$ cat config.mk
export PLATFORM = sky130hd
export DESIGN_NAME = decode_stage
export DESIGN_NICKNAME = d
export VERILOG_FILES = /design/src/rtl/decode_pkg.sv /design/src/rtl/decode_logic.sv /design/src/rtl/decode_stage.sv
export SDC_FILE = /design/constraint.sdc
export NUM_CORES = 1
export LEC_CHECK = 0
export ABC_AREA = 1
export CAP_MARGIN = 20
export CORE_MARGIN = 2
export CORE_UTILIZATION = 30
export CTS_BUF_LIST = sky130_fd_sc_hd__clkbuf_2 sky130_fd_sc_hd__clkbuf_4 sky130_fd_sc_hd__clkbuf_8
export CTS_CLUSTER_SIZE = 10
export DETAILED_ROUTE_END_ITERATION = 10
export PLACE_DENSITY_LB_ADDON = 0.25
export SYNTH_ARGS = -nofsm -noshare
export SYNTH_HDL_FRONTEND = slang
export SYNTH_HIERARCHICAL = 1
export SYNTH_SLANG_ARGS = --single-unit
$ cat constraint.sdc
create_clock -name clk -period 7.08 [get_ports clk]
set_clock_uncertainty 0.15 [all_clocks]
set_input_delay 0.708 -clock clk [delete_from_list [all_inputs] [get_ports clk]]
set_output_delay 0.708 -clock clk [all_outputs]
set_load 0.005 [all_outputs]
$ cat src/rtl/decode_pkg.sv
// Shared encodings for the RV32I decode stage.
// RV32M_EN (consumed by decode_logic) enables RV32M decode.
package decode_pkg;

   localparam logic [6:0] OP_LUI    = 7'b0110111;
   localparam logic [6:0] OP_AUIPC  = 7'b0010111;
   localparam logic [6:0] OP_JAL    = 7'b1101111;
   localparam logic [6:0] OP_JALR   = 7'b1100111;
   localparam logic [6:0] OP_BRANCH = 7'b1100011;
   localparam logic [6:0] OP_LOAD   = 7'b0000011;
   localparam logic [6:0] OP_STORE  = 7'b0100011;
   localparam logic [6:0] OP_IMM    = 7'b0010011;
   localparam logic [6:0] OP_REG    = 7'b0110011;

   localparam logic [2:0] EXT_I = 3'b000;
   localparam logic [2:0] EXT_S = 3'b001;
   localparam logic [2:0] EXT_B = 3'b010;
   localparam logic [2:0] EXT_J = 3'b011;
   localparam logic [2:0] EXT_U = 3'b100;

   localparam logic [1:0] BSRC_NONE = 2'b00;
   localparam logic [1:0] BSRC_IMM  = 2'b01;
   localparam logic [1:0] BSRC_RS2  = 2'b10;

   localparam logic [4:0] ALU_ADD   = 5'd0;
   localparam logic [4:0] ALU_SUB   = 5'd1;
   localparam logic [4:0] ALU_SLL   = 5'd2;
   localparam logic [4:0] ALU_SLT   = 5'd3;
   localparam logic [4:0] ALU_SLTU  = 5'd4;
   localparam logic [4:0] ALU_XOR   = 5'd5;
   localparam logic [4:0] ALU_SRL   = 5'd6;
   localparam logic [4:0] ALU_SRA   = 5'd7;
   localparam logic [4:0] ALU_OR    = 5'd8;
   localparam logic [4:0] ALU_AND   = 5'd9;
   localparam logic [4:0] ALU_PASSB = 5'd10;

   localparam logic [2:0] BR_NONE = 3'b000;
   localparam logic [2:0] BR_EQ   = 3'b001;
   localparam logic [2:0] BR_NE   = 3'b010;
   localparam logic [2:0] BR_LT   = 3'b011;
   localparam logic [2:0] BR_GE   = 3'b100;
   localparam logic [2:0] BR_LTU  = 3'b101;
   localparam logic [2:0] BR_GEU  = 3'b110;
   localparam logic [2:0] BR_JMP  = 3'b111;

   typedef logic [1:0] skid_st_t;
   localparam skid_st_t ST_EMPTY = 2'd0;
   localparam skid_st_t ST_ONE   = 2'd1;
   localparam skid_st_t ST_TWO   = 2'd2;

   typedef struct packed {
      logic [4:0]  rs1;
      logic [4:0]  rs2;
      logic [4:0]  rd;
      logic [31:0] imm;
      logic [2:0]  extop;
      logic        regwr;
      logic        aluasrc;
      logic [1:0]  alubsrc;
      logic [4:0]  aluctr;
      logic [2:0]  branch;
      logic        memtoreg;
      logic        memwr;
      logic [2:0]  memop;
      logic        jumps;
      logic        illegal;
   } dec_t;

   function automatic logic [31:0] imm_gen(
      input logic [31:0] i,
      input logic [2:0]  ext
   );
      logic [31:0] r;
      unique case (ext)
         EXT_I:   r = {{20{i[31]}}, i[31:20]};
         EXT_S:   r = {{20{i[31]}}, i[31:25], i[11:7]};
         EXT_B:   r = {{19{i[31]}}, i[31], i[7],
                       i[30:25], i[11:8], 1'b0};
         EXT_J:   r = {{11{i[31]}}, i[31], i[19:12],
                       i[20], i[30:21], 1'b0};
         EXT_U:   r = {i[31:12], 12'h000};
         default: r = '0;
      endcase
      return r;
   endfunction

endpackage

$ cat src/rtl/decode_logic.sv
// Combinational RV32I instruction decoder: control, imm, illegal.
// Define RV32M_EN to decode func7=0000001 R-type as mul/div.
module decode_logic
   import decode_pkg::*;
(
   input  logic [31:0] inst,
   output dec_t        dec
);

   logic [6:0] op;
   logic [2:0] f3;
   logic [6:0] f7;
   logic [4:0] alu_f3;
   logic       bad;
   dec_t       d;

   assign op = inst[6:0];
   assign f3 = inst[14:12];
   assign f7 = inst[31:25];

   // f7[5] separates sra/srl for both R and I shifts
   always_comb begin
      alu_f3 = ALU_ADD;
      unique case (f3)
         3'b000: alu_f3 = ALU_ADD;
         3'b001: alu_f3 = ALU_SLL;
         3'b010: alu_f3 = ALU_SLT;
         3'b011: alu_f3 = ALU_SLTU;
         3'b100: alu_f3 = ALU_XOR;
         3'b101: alu_f3 = f7[5] ? ALU_SRA : ALU_SRL;
         3'b110: alu_f3 = ALU_OR;
         3'b111: alu_f3 = ALU_AND;
      endcase
   end

   always_comb begin
      d     = '0;
      bad   = 1'b0;
      d.rs1 = inst[19:15];
      d.rs2 = inst[24:20];
      d.rd  = inst[11:7];
      unique case (1'b1)
         (inst[1:0] != 2'b11): bad = 1'b1;
         (op == OP_LUI): begin
            d.regwr   = 1'b1;
            d.alubsrc = BSRC_IMM;
            d.aluctr  = ALU_PASSB;
            d.extop   = EXT_U;
         end
         (op == OP_AUIPC): begin
            d.regwr   = 1'b1;
            d.aluasrc = 1'b1;
            d.alubsrc = BSRC_IMM;
            d.aluctr  = ALU_ADD;
            d.extop   = EXT_U;
         end
         (op == OP_JAL): begin
            d.regwr   = 1'b1;
            d.branch  = BR_JMP;
            d.jumps   = 1'b1;
            d.aluasrc = 1'b1;
            d.extop   = EXT_J;
         end
         (op == OP_JALR): begin
            d.regwr   = 1'b1;
            d.branch  = BR_JMP;
            d.alubsrc = BSRC_IMM;
            d.extop   = EXT_I;
            bad       = (f3 != 3'b000);
         end
         (op == OP_BRANCH): begin
            d.extop   = EXT_B;
            d.alubsrc = BSRC_RS2;
            d.aluctr  = ALU_SUB;
            unique case (f3)
               3'b000:  d.branch = BR_EQ;
               3'b001:  d.branch = BR_NE;
               3'b100:  d.branch = BR_LT;
               3'b101:  d.branch = BR_GE;
               3'b110:  d.branch = BR_LTU;
               3'b111:  d.branch = BR_GEU;
               default: bad = 1'b1;
            endcase
         end
         (op == OP_LOAD): begin
            d.regwr    = 1'b1;
            d.memtoreg = 1'b1;
            d.alubsrc  = BSRC_IMM;
            d.memop    = f3;
            bad = (f3 == 3'b011) || (f3 == 3'b110)
               || (f3 == 3'b111);
         end
         (op == OP_STORE): begin
            d.memwr   = 1'b1;
            d.alubsrc = BSRC_IMM;
            d.extop   = EXT_S;
            d.memop   = f3;
            bad       = (f3 > 3'b010);
         end
         (op == OP_IMM): begin
            d.regwr   = 1'b1;
            d.alubsrc = BSRC_IMM;
            d.extop   = EXT_I;
            d.aluctr  = alu_f3;
            bad = ((f3 == 3'b001) && (f7 != 7'b0000000))
               || ((f3 == 3'b101) && (f7 != 7'b0000000)
                   && (f7 != 7'b0100000));
         end
         (op == OP_REG): begin
            d.regwr   = 1'b1;
            d.alubsrc = BSRC_RS2;
            unique case (1'b1)
               (f7 == 7'b0000000): d.aluctr = alu_f3;
               (f7 == 7'b0100000): begin
                  d.aluctr = (f3 == 3'b000) ? ALU_SUB : alu_f3;
                  bad = (f3 != 3'b000) && (f3 != 3'b101);
               end
`ifdef RV32M_EN
               (f7 == 7'b0000001): d.aluctr = {2'b10, f3};
`endif
               default: bad = 1'b1;
            endcase
         end
         default: bad = 1'b1;
      endcase
      d.imm     = imm_gen(inst, d.extop);
      d.illegal = bad;
      // illegal entries must not update any architectural state
      if (bad) begin
         d.regwr    = 1'b0;
         d.memwr    = 1'b0;
         d.memtoreg = 1'b0;
         d.branch   = BR_NONE;
      end
   end

   assign dec = d;

endmodule

$ cat src/rtl/decode_stage.sv
// Registered RV32I decode stage with a 2-entry skid buffer.
// Build option RV32M_EN enables RV32M decode in decode_logic.
module decode_stage
   import decode_pkg::*;
#(
   parameter int PC_W     = 32,
   parameter int ALUCTR_W = 5
) (
   input  logic                clk,
   input  logic                rst,
   input  logic                in_valid,
   output logic                in_ready,
   input  logic [31:0]         in_inst,
   input  logic [PC_W-1:0]     in_pc,
   input  logic                flush,
   output logic                out_valid,
   input  logic                out_ready,
   output logic [PC_W-1:0]     out_pc,
   output logic [4:0]          out_rs1,
   output logic [4:0]          out_rs2,
   output logic [4:0]          out_rd,
   output logic [31:0]         out_imm,
   output logic [2:0]          ExtOp,
   output logic                RegWr,
   output logic                ALUASrc,
   output logic [1:0]          ALUBSrc,
   output logic [ALUCTR_W-1:0] ALUCtr,
   output logic [2:0]          Branch,
   output logic                MemtoReg,
   output logic                MemWr,
   output logic [2:0]          MemOp,
   output logic                JumpS,
   output logic                out_illegal
);

   skid_st_t        state;
   skid_st_t        state_nx;
   dec_t            dec;
   dec_t            o_dec;
   dec_t            s_dec;
   logic [PC_W-1:0] o_pc;
   logic [PC_W-1:0] s_pc;
   logic            acc;
   logic            drn;

   decode_logic u_dec (
      .inst (in_inst),
      .dec  (dec)
   );

   assign out_valid = (state != ST_EMPTY);
   assign acc = in_valid & in_ready & ~flush;
   assign drn = out_valid & out_ready;

   always_comb begin
      state_nx = state;
      if (flush) begin
         state_nx = ST_EMPTY;
      end else begin
         unique case (state)
            ST_EMPTY: if (acc) state_nx = ST_ONE;
            ST_ONE: begin
               if (acc && !drn) state_nx = ST_TWO;
               else if (!acc && drn) state_nx = ST_EMPTY;
            end
            ST_TWO: if (drn) state_nx = ST_ONE;
            default: state_nx = ST_EMPTY;
         endcase
      end
   end

   // in TWO in_ready is low, so acc implies EMPTY or ONE
   always_ff @(posedge clk or posedge rst) begin
      if (rst) begin
         state    <= ST_EMPTY;
         in_ready <= 1'b1;
         o_dec    <= '0;
         s_dec    <= '0;
         o_pc     <= '0;
         s_pc     <= '0;
      end else begin
         state    <= state_nx;
         in_ready <= (state_nx != ST_TWO);
         if (!flush) begin
            if ((state == ST_TWO) && drn) begin
               o_dec <= s_dec;
               o_pc  <= s_pc;
            end else if (acc && ((state == ST_EMPTY) || drn)) begin
               o_dec <= dec;
               o_pc  <= in_pc;
            end else if (acc) begin
               s_dec <= dec;
               s_pc  <= in_pc;
            end
         end
      end
   end

   assign out_pc      = o_pc;
   assign out_rs1     = o_dec.rs1;
   assign out_rs2     = o_dec.rs2;
   assign out_rd      = o_dec.rd;
   assign out_imm     = o_dec.imm;
   assign ExtOp       = o_dec.extop;
   assign RegWr       = o_dec.regwr;
   assign ALUASrc     = o_dec.aluasrc;
   assign ALUBSrc     = o_dec.alubsrc;
   assign ALUCtr      = ALUCTR_W'(o_dec.aluctr);
   assign Branch      = o_dec.branch;
   assign MemtoReg    = o_dec.memtoreg;
   assign MemWr       = o_dec.memwr;
   assign MemOp       = o_dec.memop;
   assign JumpS       = o_dec.jumps;
   assign out_illegal = o_dec.illegal;

endmodule
**After elaboration in Yosys (flattened, before gate mapping)**

Cells that the tools add are included.

- Output and inout port bits: 103
- Latch bits: 0
- Memory bits (writable): 0
- Bits of input ports: 69
- Memory bits (read-only): 0
- Register bits: 205
- Memories: 0

- Mux-type cells: 31
- Bitwise logic cells: 6
- Shift-type cells: 0
- Reductions and logical operators: 33
- Multipliers: 0
- Magnitude comparators: 1
- Equal/unequal tests: 26
- Divide/modulo/power cells: 0
- Add/sub/neg operators: 0

Operators by type and width:

| cell | number |
|---|---|
| one-hot mux 32 bit (5 select lines) | 1 |
| 2-to-1 mux 69 bit | 2 |
| 2-to-1 mux 32 bit | 2 |
| one-hot mux 5 bit (8 select lines) | 1 |
| == test 7 x 6 -> 1 bit (second input constant) | 4 |
| == test 7 bit (second input constant) | 3 |
| one-hot mux 5 bit (4 select lines) | 1 |
| one-hot mux 3 bit (6 select lines) | 1 |
| == test 3 bit (second input constant) | 5 |
| == test 7 x 5 -> 1 bit (second input constant) | 2 |
| == test 3 x 2 -> 1 bit (second input constant) | 4 |
| one-hot mux 3 bit (4 select lines) | 1 |
| OR reduction 6 bit | 2 |
| 2-to-1 mux 2 bit | 5 |
| 2-to-1 mux 5 bit | 2 |
| one-hot mux 5 bit (2 select lines) | 1 |
| OR reduction 2 bit | 5 |
| logical AND 1 bit | 8 |
| 2-to-1 mux 1 bit | 8 |
| == test 7 x 2 -> 1 bit (second input constant) | 1 |
| logical NOT 7 bit | 1 |
| != test 7 x 6 -> 1 bit (second input constant) | 1 |
| one-hot mux 1 bit (7 select lines) | 1 |
| nonzero test 7 bit | 1 |
| 23 further kinds | 34 |

**Longest topological paths before layout**

Gate-level depths: netlist of run 1.

- Depth after elaboration: 9
- Gate-level depth with buffers: 14
- Mapped depth without buffers: 14

**Modules after synthesis**

Netlist of run 1, hierarchy kept.

By module, submodules not included:

| module | cells an instance | sequential area each (um^2) | times used | area an instance (um^2) |
|---|---|---|---|---|
| decode_stage | 1249 | 5131.2 | 1 | 9809.4 |
| decode_logic | 198 | 0.0 | 1 | 964.7 |

**Least setup slack after synthesis of run 1**

OpenSTA, ideal clock, no wires.

- Kind: input-to-reg
- Start: input in_inst[3]
- End: register o_dec (netlist bit out_imm[1])
- Setup slack: 5006 ps
- Cell stages on the path: 12
- Library setup time: 117 ps
- Data arrival time: 1807 ps
- Required time: 6813 ps
- Cells stage by stage: inv_1 nand2_1 nor2_4 inv_2 nor2_1 nor2_1 nor2_1 o21ai_0 nand2_1 nand2_1 nand3_1 nand2_1

RTL lines:

| element | line | RTL |
|---|---|---|
| from (decl) | decode_stage.sv:13 | `input logic [31:0] in_inst,` |
| to (signal assigned) | decode_stage.sv:77 | `o_dec <= '0;` |
| to (signal assigned) | decode_stage.sv:86 | `o_dec <= s_dec;` |
| to (signal assigned) | decode_stage.sv:89 | `o_dec <= dec;` |
| to (decl) | decode_stage.sv:39 | `dec_t o_dec;` |

**Worst setup path in the final report of run 1**

- Start: input flush
- End: register o_dec (netlist bit out_imm[26])

- Word-level cells in the longest chain between the ends: 5

Ends and longest elaborated chain:

| element | line | RTL |
|---|---|---|
| from (decl) | decode_stage.sv:15 | `input logic flush,` |
| inverter 1 bit (no line) * | - |  |
| bitwise AND 1 bit | decode_stage.sv:52 | `assign acc = in_valid & in_ready & ~flush;` |
| logical AND 1 bit | decode_stage.sv:88 | `end else if (acc && ((state == ST_EMPTY) \|\| drn)) begin` |
| nonzero test 2 bit (no line) | - |  |
| AND reduction 2 bit (no line) * | - |  |

Every way passes the cells marked *; elsewhere a longest branch is shown, timed or not.
A chain may end at the register's enable or synchronous reset.

==> reports/results.tsv, run 1 <==
stage	metric	value	unit
status	outcome	completed	
critical_path	R2R depth	7	
floorplan	Core ar.	35500	sq um
logic_synthesis	Synthesized Nets	1516	
finish	fraction of layout cells with a size suffix above 1	6.84	%
detailed_routing	vias	10100	
logic_synthesis	post-synth cell types	34	
grt	vias in the first global route	10200	
place	Placed Area	12400	sq um
finish	Area growth syn-to-layout	22.9	%
grt	Overflow after GRT	0	
floorplan	Initial Utilization	30.4	%
logic_synthesis	Synth Area per Inst	7.45	sq um
detailed_routing	detailed-route DRC error count	0	
finish	fin area	13200	sq um
timing	Final Max Slew Viols	0	
grt	antenna violations before repair	0	
power	switching power	0.000932	W
critical_path	CP arrival	4.17	ns
cts	CTS tree	built	
detailed_routing	Avg Vias per Cell	4.97	
cts	CTS resizes	0	
grt	GR Util All Layers	18.9	%
timing	setup TNS after final layout	0	ns
power	Cell Pwr Density	244	nW/um^2
grt	largest net degree at the start of global routing	205	
hold_path	hold path depth	2	
timing	Worst Tran Pin Value	1.19	ns
detailed_routing	DR WL met2	16.4	mm
logic_synthesis	Cells after Synth	1447	
power	leakage	6.78	nW
detailed_routing	Max Used Layer	met4	
logic_synthesis	Post-Syn Area	10800	sq um
power	sequential share of power	45.0	%
cts	TritonCTS Buffers	40	
run	maxcap violations	0	
floorplan	DIE WIDTH	194	microns
critical_path	Setup crit start kind	input pin	
timing	Final period util	54.2	%
detailed_routing	Routed Antenna Nets	0	
finish	Final Net Count	1609	
timing	Max Clk Rate	0.261	GHz
grt	first-pass GRT wire length	57.7	mm
logic_synthesis	FF+latch count, synth	205	
detailed_routing	M1 WL	16.4	mm
floorplan	DIE AREA	37400	sq um
logic_synthesis	Yosys warning total	6	
power	switching part of the total power	28.8	%
cts	H-tree depth	2	
power	combinational power share	16.9	%
hold_path	HP Class	register to register	
detailed_routing	drt first pass iters	5	
place	port bufs	171	
floorplan	I/O pins	172	
critical_path	Critical Path End Type	register	
floorplan	Die Y	194	microns
critical_path	Worst EP required	7.42	ns
detailed_routing	met3 WL	1.86	mm
timing	worst rel slew slack	20.5	%
power	maximum VDD drop	105	uV
finish	n_diodes	0	
cts	cts hold-fix bufs	0	
critical_path	R2R setup slack	3.50	ns
cts	root buffer cell	clkbuf_8	
cts	CTS Sinks	205	
power	internal power	0.00230	W
critical_path	Max Fanout on Critical Path	70	
detailed_routing	DRT iter0 DRCs	753	
place	HPWL after DPL	21.5	mm
place	routability congestion estimate from global placement	0.847	
cts	# Post-CTS Setup Buffers	0	
timing	Tmin final	3.84	ns
critical_path	critical path class	input pin to register	
logic_synthesis	sequential fraction of the synthesis area	47.6	%
timing	RSZ-0062 raised after global routing	no	
timing	setup violators final	0	
detailed_routing	post-detailed-routing wire length	35.7	mm
detailed_routing	DR WL/cell	17.6	microns
cts	CTS Buffer Depth	3	
floorplan	num rows	69	
cts	clk_lat worst skew	0.56	ns
power	clock group share of total power	38.1	%
timing	Hold Fails Final Rpt	0	
cts	Reg clk slew, reported paths	0.05	ns
==> layout make-up <==
type                       instances  area [sq um]
fill                            3732         22200
sequential                       205          5130
multi-input combinational       1070          4740
timing repair buffer             183          1820
clock buffer                      62           778
tap                              461           577
inverter                          40           163
clock inverter                     5          28.8
==> state kept, by name, summed over array words and instances, names as in the netlist, 2 cells and up <==
name	cells
s_dec	69
out_imm	32
out_pc	32
s_pc	32
ALUCtr	5
out_rd	5
out_rs1	5
out_rs2	5
Branch	3
ExtOp	3
MemOp	3
ALUBSrc	2
state	2
==> path summary, 6_finish.rpt <==
kind	to	startpoint
min in group asynchronous	JumpS$_DFFE_PP0P_	rst
worst min register to register	out_pc[1]$_DFFE_PP0P_	out_pc[1]$_DFFE_PP0P_
worst max register to register	out_imm[26]$_DFFE_PP0P_	in_ready$_DFF_PP1_
max in group asynchronous	ALUCtr[2]$_DFFE_PP0P_	rst
worst min-delay path	out_pc[1]$_DFFE_PP0P_	out_pc[1]$_DFFE_PP0P_
worst max-delay path	out_imm[26]$_DFFE_PP0P_	flush
==> routing by layer <==
| layer | vias up | global-route usage (%) |
|---|---|---|
| li1 | 4886 | - |
| met4 | 0 | 6.59 |
| met3 | 61 | 3.38 |
| met5 | - | 0 |
| met1 | 4839 | 25.9 |
| met2 | 288 | 30.0 |
==> power groups by stage <==
stage                     sequential [W]  combinational [W]  clock [W]
after floorplan                  0.00146           0.000279          0
final                            0.00146           0.000548    0.00123
after global placement           0.00147           0.000544          0
after detailed placement         0.00147           0.000554          0
after CTS                        0.00146           0.000558    0.00127
after global routing             0.00148           0.000618    0.00132
==> stage by stage <==
stage               utilization [%]  hold WS [ns]  setup WS (ns)  total power [W]  std cells
floorplan                         -         0.299          0.628          0.00174       1447
CTS                            37.3         0.331           3.27          0.00329       2026
detailed placement             35.1         0.315           2.71          0.00203       1959
global route                   37.3         0.350           2.99          0.00342       2026
global placement               35.0         0.312           2.75          0.00202       1958
finish                         37.3         0.327           3.24          0.00324       2026
==> cell usage after synthesis, drive strengths merged <==
cell type | number | area share, %
nand3 | 115 | 5.6
a21oi | 2 | 0.093
nand2 | 673 | 24
nor3 | 2 | 0.14
nand4 | 106 | 6.2
dfrtp | 204 | 47
clkinv | 2 | 0.081
a21o | 1 | 0.070
o22ai | 1 | 0.058
conb | 1 | 0.035
nor2 | 42 | 1.6
o221ai | 1 | 0.081
inv | 38 | 1.3
a211oi | 1 | 0.070
dfstp | 1 | 0.24
buf | 107 | 6.5
clkbuf | 25 | 0.87
o211ai | 2 | 0.14
o21ai | 123 | 5.8
==> kinds of logic after synthesis <==
group | Yosys count | synth area share [%]
and+or+nand+nor | 938 | 37.2
DFF | 205 | 47.6
buffers and inverters | 172 | 8.77
AOI/OAI and AO/OA | 131 | 6.33
other | 1 | 0.0348
==> placed cells by master, fill, tap and decap left out, drive strengths merged <==
cell and n:
clkbuf 62, o221ai 1, nand4 106, clkdlybuf4s50 170
dfstp 1, o21ai 123, a21oi 2, dfrtp 204
a21o 1, a211oi 1, clkinv 7, o211ai 2
inv 38, nor2 42, buf 13, nand2 673
nand3 115, o22ai 1, conb 1, nor3 2
==> critical path, cell delays in order <==
cell	delay (ns)
clkdlybuf4s50_1	0.47
inv_2	0.06
nand3_4	0.40
buf_4	0.61
nand2_4	0.38
nand2_4	0.45
buf_4	0.69
nand2_1	0.13
nand2_1	0.10
No activity file was read; power rests on OpenSTA's default activity.
==> inputs of run 2 (changes only) <==
==> constraint.sdc (replaced) <==
create_clock -name clk -period 3.4 [get_ports clk]
set_clock_uncertainty 0.15 [all_clocks]
set_input_delay 0.34 -clock clk [delete_from_list [all_inputs] [get_ports clk]]
set_output_delay 0.34 -clock clk [all_outputs]
set_load 0.005 [all_outputs]
==> run 2 against run 1 <==
  * Design area up 1.6%
  * Total power up 120%
  * Clock power up 130%
  * Count of clock-buffer cells in the layout up 6
  * Final cell count up 0.74%
  * Die area unchanged
  * Via count up 1.7%
  * Combinational power up 110%
  * Non-clock buffer count up 8
  * Critical endpoint is now out_valid
  * Largest cell class unchanged
  * Highest routed layer unchanged
==> reports/results.tsv, run 2 (synthesis results as in run 1) <==
stage	metric	value	unit	change
status	outcome	completed		
power	maximum VDD drop	241	uV	+130%
detailed_routing	vias	10200		+1.7%
finish	# fillers	3704		-0.75%
detailed_routing	post-detailed-routing wire length	36.6	mm	+2.7%
cts	H-tree depth	2		unchanged
timing	RSZ-0062 raised after global routing	no		
grt	Overflow after GRT	0		unchanged
power	leakage	6.87	nW	+1.4%
cts	CTS tree	built		
floorplan	DIE AREA	37400	sq um	unchanged
cts	clk_lat worst skew	0.57	ns	about the same
cts	root buffer cell	clkbuf_8		
timing	Final Max Slew Viols	0		unchanged
timing	setup TNS after final layout	0	ns	unchanged
timing	setup violators final	0		unchanged
timing	Max Clk Rate	0.386	GHz	
place	port bufs	171		unchanged
power	clock group share of total power	39.8	%	+1.7 points
place	placed insts	1966		+0.36%
power	switching power	0.00198	W	+110%
finish	max FFs per register	69		unchanged
run	maxcap violations	0		unchanged
grt	first-pass GRT wire length	58.8	mm	+1.8%
finish	Final Non-Filler Cells	2041		+0.74%
timing	Tmin final	2.59	ns	
power	combinational power share	16.6	%	-0.3 points
floorplan	DIE WIDTH	194	microns	unchanged
floorplan	Core ar.	35500	sq um	unchanged
detailed_routing	DRT iter0 DRCs	958		+27%
cts	CTS Buffer Depth	3		unchanged
hold_path	HP Class	input pin to register		
finish	n_diodes	0		unchanged
grt	vias in the first global route	10200		-0.25%
place	Placed Area	12600	sq um	+0.90%
cts	TritonCTS Buffers	41		+2.5%
finish	Final Net Count	1618		+0.56%
place	routability congestion estimate from global placement	0.948		+12%
finish	fin area	13500	sq um	+1.6%
grt	largest net degree at the start of global routing	117		-43%
timing	Worst Tran Pin Value	1.15	ns	-0.0462 ns
critical_path	Setup crit start kind	register		
power	Cell Pwr Density	517	nW/um^2	+110%
timing	Hold Fails Final Rpt	0		unchanged
critical_path	critical path class	register to output pin		
finish	fraction of layout cells with a size suffix above 1	7.66	%	+0.82 points
critical_path	Critical Path End Type	output pin		
floorplan	num rows	69		unchanged
power	internal power	0.00498	W	+120%
finish	most frequent cells in the layout	nand2_1, dfrtp_1, clkdlybuf4s50_1, nand3_1, nand4_1		
timing	Final period util	76.1	%	
critical_path	R2R depth	6		-1
timing	worst setup margin	0.813	ns	-2.43 ns
floorplan	Initial Utilization	30.4	%	unchanged
finish	Area growth syn-to-layout	24.9	%	
grt	GR Util All Layers	19.4	%	+0.53 points
power	sequential share of power	43.6	%	-1.4 points
critical_path	Max Fanout on Critical Path	42		-40%
timing	worst rel slew slack	23.6	%	+3.1 points
finish	Reg with most FFs	s_dec		
cts	CTS Sinks	205		unchanged
grt	antenna violations before repair	0		unchanged
critical_path	Worst EP required	2.91	ns	-4.51 ns
cts	Reg clk slew, reported paths	0.06	ns	about the same
power	switching part of the total power	28.5	%	-0.35 points
place	post-place setup slack	0.753	ns	-1.96 ns
critical_path	CP arrival	2.10	ns	-2.07 ns
cts	# Post-CTS Setup Buffers	0		unchanged
finish	Final Core Density	37.9	%	+0.59 points
place	HPWL after DPL	22.4	mm	+4.3%
detailed_routing	DR WL/cell	17.9	microns	+1.9%
finish	most common cell after layout, fill and taps aside	nand2_1		
hold_path	hold path depth	3		+1
detailed_routing	detailed-route DRC error count	0		unchanged
detailed_routing	Routed Antenna Nets	0		unchanged
floorplan	Die Y	194	microns	unchanged
detailed_routing	drt first pass iters	5		unchanged
detailed_routing	Avg Vias per Cell	5.02		+0.99%
floorplan	I/O pins	172		unchanged
run 2: cell type report:
type,instances,area (sq um),area share [%]
tap,461,577,4.29
sequential,205,5130,38.2
inverter,40,159,1.18
clock inverter,6,65.1,0.484
clock buffer,68,830,6.17
timing repair buffer,191,1950,14.5
multi-input combinational,1070,4740,35.2
run 2: timing repair:
action,in CTS,in global routing
hold buffers,1,0
hold endpoints to repair,5,0
gates resized for setup,0,0
run 2: layer usage:
metal | up-vias | share of wire (%) | track usage, % | routed length [microns]
li1 | 4909 | - | - | -
met1 | 4948 | 46 | 26.9 | 16800
met2 | 329 | 45 | 29.8 | 16500
met3 | 63 | 6.3 | 4.17 | 2290
met4 | 0 | 3.0 | 7.10 | 1090
met5 | - | 0 | 0 | 0
run 2: power groups by stage:
stage	registers, W	clock network [W]	logic, W
finish	0.00303	0.00277	0.00116
global route	0.00308	0.00297	0.00131
CTS	0.00303	0.00285	0.00118
detailed placement	0.00307	0	0.00117
global placement	0.00306	0	0.00116
floorplan	0.00304	0	0.000582
run 2: worst max-delay path, cell delays in order (launching register included):
cell             delay [ns]
dfrtp_4                0.80
nor2_1                 0.15
inv_1                  0.08
clkdlybuf4s50_1        0.50
run 2: worst paths after layout:
kind                                         startpoint                 endpoint  slack (ns)
worst max-delay path                 state[1]$_DFF_PP0_                out_valid        0.81
worst min-delay path                           in_pc[0]      s_pc[0]$_DFFE_PP0P_        0.19
worst max register to register       state[1]$_DFF_PP0_  out_imm[31]$_DFFE_PP0P_        0.84
worst min register to register  out_imm[24]$_DFFE_PP0P_  out_imm[24]$_DFFE_PP0P_        0.32
max in group asynchronous                           rst       state[1]$_DFF_PP0_        1.73
min in group asynchronous                           rst    s_dec[52]$_DFFE_PP0P_        0.49
run 2: through the flow:
| step | power, W | hold slack, ns |
|---|---|---|
| global route | 0.00736 | 0.172 |
| detailed placement | 0.00424 | 0.314 |
| floorplan | 0.00362 | 0.299 |
| finish | 0.00696 | 0.193 |
| global placement | 0.00422 | 0.312 |
| CTS | 0.00706 | 0.157 |
==> inputs of run 3 (changes only) <==
==> constraint.sdc (replaced) <==
create_clock -name clk -period 2.4 [get_ports clk]
set_clock_uncertainty 0.15 [all_clocks]
set_input_delay 0.24 -clock clk [delete_from_list [all_inputs] [get_ports clk]]
set_output_delay 0.24 -clock clk [all_outputs]
set_load 0.005 [all_outputs]
==> run 3 against run 2 <==
  * Critical path depth unchanged
  * Design area increased by 1.2%
  * Core utilization increased by 0.44 points
  * Global-route usage decreased by 0.37 points
  * Count of clock-buffer cells in the layout decreased by 9
  * Total power increased by 40%
  * Sequential share of layout area decreased by 0.44 points
  * Sequential power increased by 42%
  * Flip-flop and latch count unchanged
  * Register-to-register slack got worse by 0.46 ns
  * First-iteration DRC count decreased by 7.6%
  * Critical path type unchanged
  * Largest power group unchanged
==> reports/results.tsv, run 3 (synthesis results as in run 1) <==
stage	metric	value	unit	change
critical_path	critical path's top delay family	flip-flops		
finish	fraction of layout cells with a size suffix above 1	8.53	%	+0.87 points
timing	Hold Fails Final Rpt	0		unchanged
detailed_routing	Routed Antenna Nets	0		unchanged
cts	clk_lat worst skew	0.54	ns	-0.03 ns
detailed_routing	DRT iter0 DRCs	885		-7.6%
floorplan	Die Y	194	microns	unchanged
timing	worst setup margin	0.140	ns	-0.673 ns
place	placed insts	1988		+1.1%
hold_path	WHS Endpoint	out_rs1[0]$_DFFE_PP0P_		
grt	GR Util All Layers	19.0	%	-0.37 points
finish	# fillers	3725		+0.57%
critical_path	Crit-path slowest cell	dfrtp_4		
power	leakage	6.98	nW	+1.5%
cts	H-tree depth	2		unchanged
finish	most common cell after layout, fill and taps aside	nand2_1		
place	HPWL after DPL	22.9	mm	+2.3%
grt	antenna violations before repair	0		unchanged
finish	Area growth syn-to-layout	26.3	%	
place	port bufs	171		unchanged
cts	cts hold-fix bufs	0		-1
cts	TritonCTS Buffers	39		-4.9%
floorplan	DIE WIDTH	194	microns	unchanged
power	internal power	0.00704	W	+41%
detailed_routing	detailed-route DRC error count	0		unchanged
timing	worst slack on hold paths	0.0340	ns	-0.159 ns
finish	most frequent cells in the layout	nand2_1, dfrtp_1, clkdlybuf4s50_1, nand3_1, nand4_1		
critical_path	critical path depth in cells	3		unchanged
detailed_routing	Avg Vias per Cell	5.00		-0.42%
detailed_routing	drt first pass iters	5		unchanged
critical_path	R2R setup slack	0.38	ns	-0.46 ns
timing	Worst Tran Pin Value	0.551	ns	-0.595 ns
critical_path	Buf/Inv on CP	2		unchanged
hold_path	HP Class	input pin to register		
floorplan	I/O pins	172		unchanged
detailed_routing	DR WL/cell	17.7	microns	-1.6%
critical_path	critical path class	register to output pin		
critical_path	worst r2r src	state[0]$_DFF_PP0_		
grt	first-pass GRT wire length	58.2	mm	-0.87%
power	clock group share of total power	38.8	%	-1.0 points
timing	Max Clk Rate	0.442	GHz	
finish	Final Non-Filler Cells	2055		+0.69%
critical_path	Max Fanout on Critical Path	24		-43%
floorplan	Core ar.	35500	sq um	unchanged
floorplan	num rows	69		unchanged
critical_path	Worst EP required	2.01	ns	-0.90 ns
power	sequential share of power	44.1	%	+0.5 points
finish	Final Net Count	1637		+1.2%
cts	root buffer cell	clkbuf_8		
cts	CTS Buffer Depth	3		unchanged
place	routability congestion estimate from global placement	0.846		-11%
detailed_routing	vias	10300		+0.26%
finish	Reg with most FFs	s_dec		
hold_path	hold path start	out_ready		
power	switching power	0.00271	W	+37%
power	switching part of the total power	27.8	%	-0.69 points
critical_path	CP arrival	1.87	ns	-0.23 ns
critical_path	Critical Path End Type	output pin		
timing	RSZ-0062 raised after global routing	no		
cts	Reg clk slew, reported paths	0.06	ns	about the same
critical_path	FF-to-FF End	out_pc[28]$_DFFE_PP0P_		
hold_path	hold path depth	5		+2
grt	vias in the first global route	10200		+0.22%
detailed_routing	post-detailed-routing wire length	36.3	mm	-0.92%
timing	Final Max Slew Viols	0		unchanged
place	post-place setup slack	-0.0109	ns	-0.764 ns
finish	fin area	13600	sq um	+1.2%
grt	Overflow after GRT	0		unchanged
timing	setup violators final	0		unchanged
run	maxcap violations	0		unchanged
cts	CTS resizes	0		unchanged
critical_path	R2R depth	7		+1
finish	max FFs per register	69		unchanged
power	maximum VDD drop	297	uV	+23%
cts	CTS Sinks	205		unchanged
timing	Final period util	94.2	%	
power	combinational power share	17.1	%	+0.5 points
finish	n_diodes	0		unchanged
critical_path	critical path cell sequence	nor2_1 -> inv_1 -> clkdlybuf4s50_1		
place	Placed Area	12800	sq um	+1.7%
status	outcome	completed		
timing	Tmin final	2.26	ns	
cts	# Post-CTS Setup Buffers	0		unchanged
power	Cell Pwr Density	716	nW/um^2	+39%
floorplan	Initial Utilization	30.4	%	unchanged
timing	worst rel slew slack	63.2	%	+40 points
cts	CTS tree	built		
grt	largest net degree at the start of global routing	89		-24%
floorplan	DIE AREA	37400	sq um	unchanged
critical_path	slowest cell delay on critical path	0.64	ns	-0.16 ns
critical_path	Setup crit start kind	register		
==> run 3: cell types whose count changed in the layout (fill, tap and decap cells not counted) <==
cell	change
buf_4	+18
clkbuf_8	-5
buf_12	+4
clkbuf_4	-4
clkinv_2	+3
bufinv_16	+2
inv_6	-2
clkinvlp_4	-1
dlygate4sd3_1	-1
==> run 3: through the flow <==
stage | total power [W] | TNS [ns] | utilization [%]
2_1_floorplan | 0.00513 | -132.08 | -
3_3_place_gp | 0.00600 | -0.0453 | 36.0
3_5_place_dp | 0.00604 | -0.0109 | 36.0
4_1_cts | 0.00989 | 0 | 38.4
5_1_grt | 0.0103 | 0 | 38.4
6_report | 0.00975 | 0 | 38.4
==> run 3: worst max path at each step <==
stage	from	endpoint	slack (ns)
4_1_cts	state[1]$_DFF_PP0_	out_valid	0.1
6_report	state[1]$_DFF_PP0_	out_valid	0.14
2_1_floorplan	rst	ALUASrc$_DFFE_PP0P_	-0.65
3_3_place_gp	in_inst[1]	MemOp[2]$_DFFE_PP0P_	-0.05
5_1_grt	state[1]$_DFF_PP0_	out_valid	0.05
3_5_place_dp	in_inst[1]	MemOp[2]$_DFFE_PP0P_	-0.01
==> run 3: cell type report <==
| cell class | instances | area, sq um | area share, % |
|---|---|---|---|
| tap | 461 | 577 | 4.24 |
| clock inverter | 8 | 115 | 0.846 |
| clock buffer | 59 | 731 | 5.37 |
| sequential | 205 | 5130 | 37.7 |
| inverter | 40 | 159 | 1.17 |
| timing repair buffer | 212 | 2150 | 15.8 |
| multi-input combinational | 1070 | 4740 | 34.8 |
==> run 3: worst register-to-register path, cell delays in order, from the launching register on <==
cell and delay [ns]:
dfrtp_1 0.45, clkinv_2 0.37, nand3_1 0.25, nand2_4 0.09, nand2_4 0.08, buf_4 0.35, nand2_1 0.11, nand2_1 0.08
==> run 3: power by group through the flow <==
stage / logic (W) / clock network, W / registers, W
after CTS: 0.00170 / 0.00390 / 0.00429
final: 0.00167 / 0.00379 / 0.00430
after detailed placement: 0.00169 / 0 / 0.00435
after global routing: 0.00187 / 0.00405 / 0.00436
after global placement: 0.00167 / 0 / 0.00433
after floorplan: 0.000825 / 0 / 0.00430
==> run 3: layer usage <==
| layer | vias to the layer above | wire (microns) | GRT usage [%] |
|---|---|---|---|
| li1 | 4935 | - | - |
| met1 | 4943 | 16300 | 25.7 |
| met2 | 332 | 16600 | 30.2 |
| met3 | 66 | 2330 | 4.25 |
| met4 | 0 | 1040 | 6.42 |
| met5 | - | 0 | 0 |
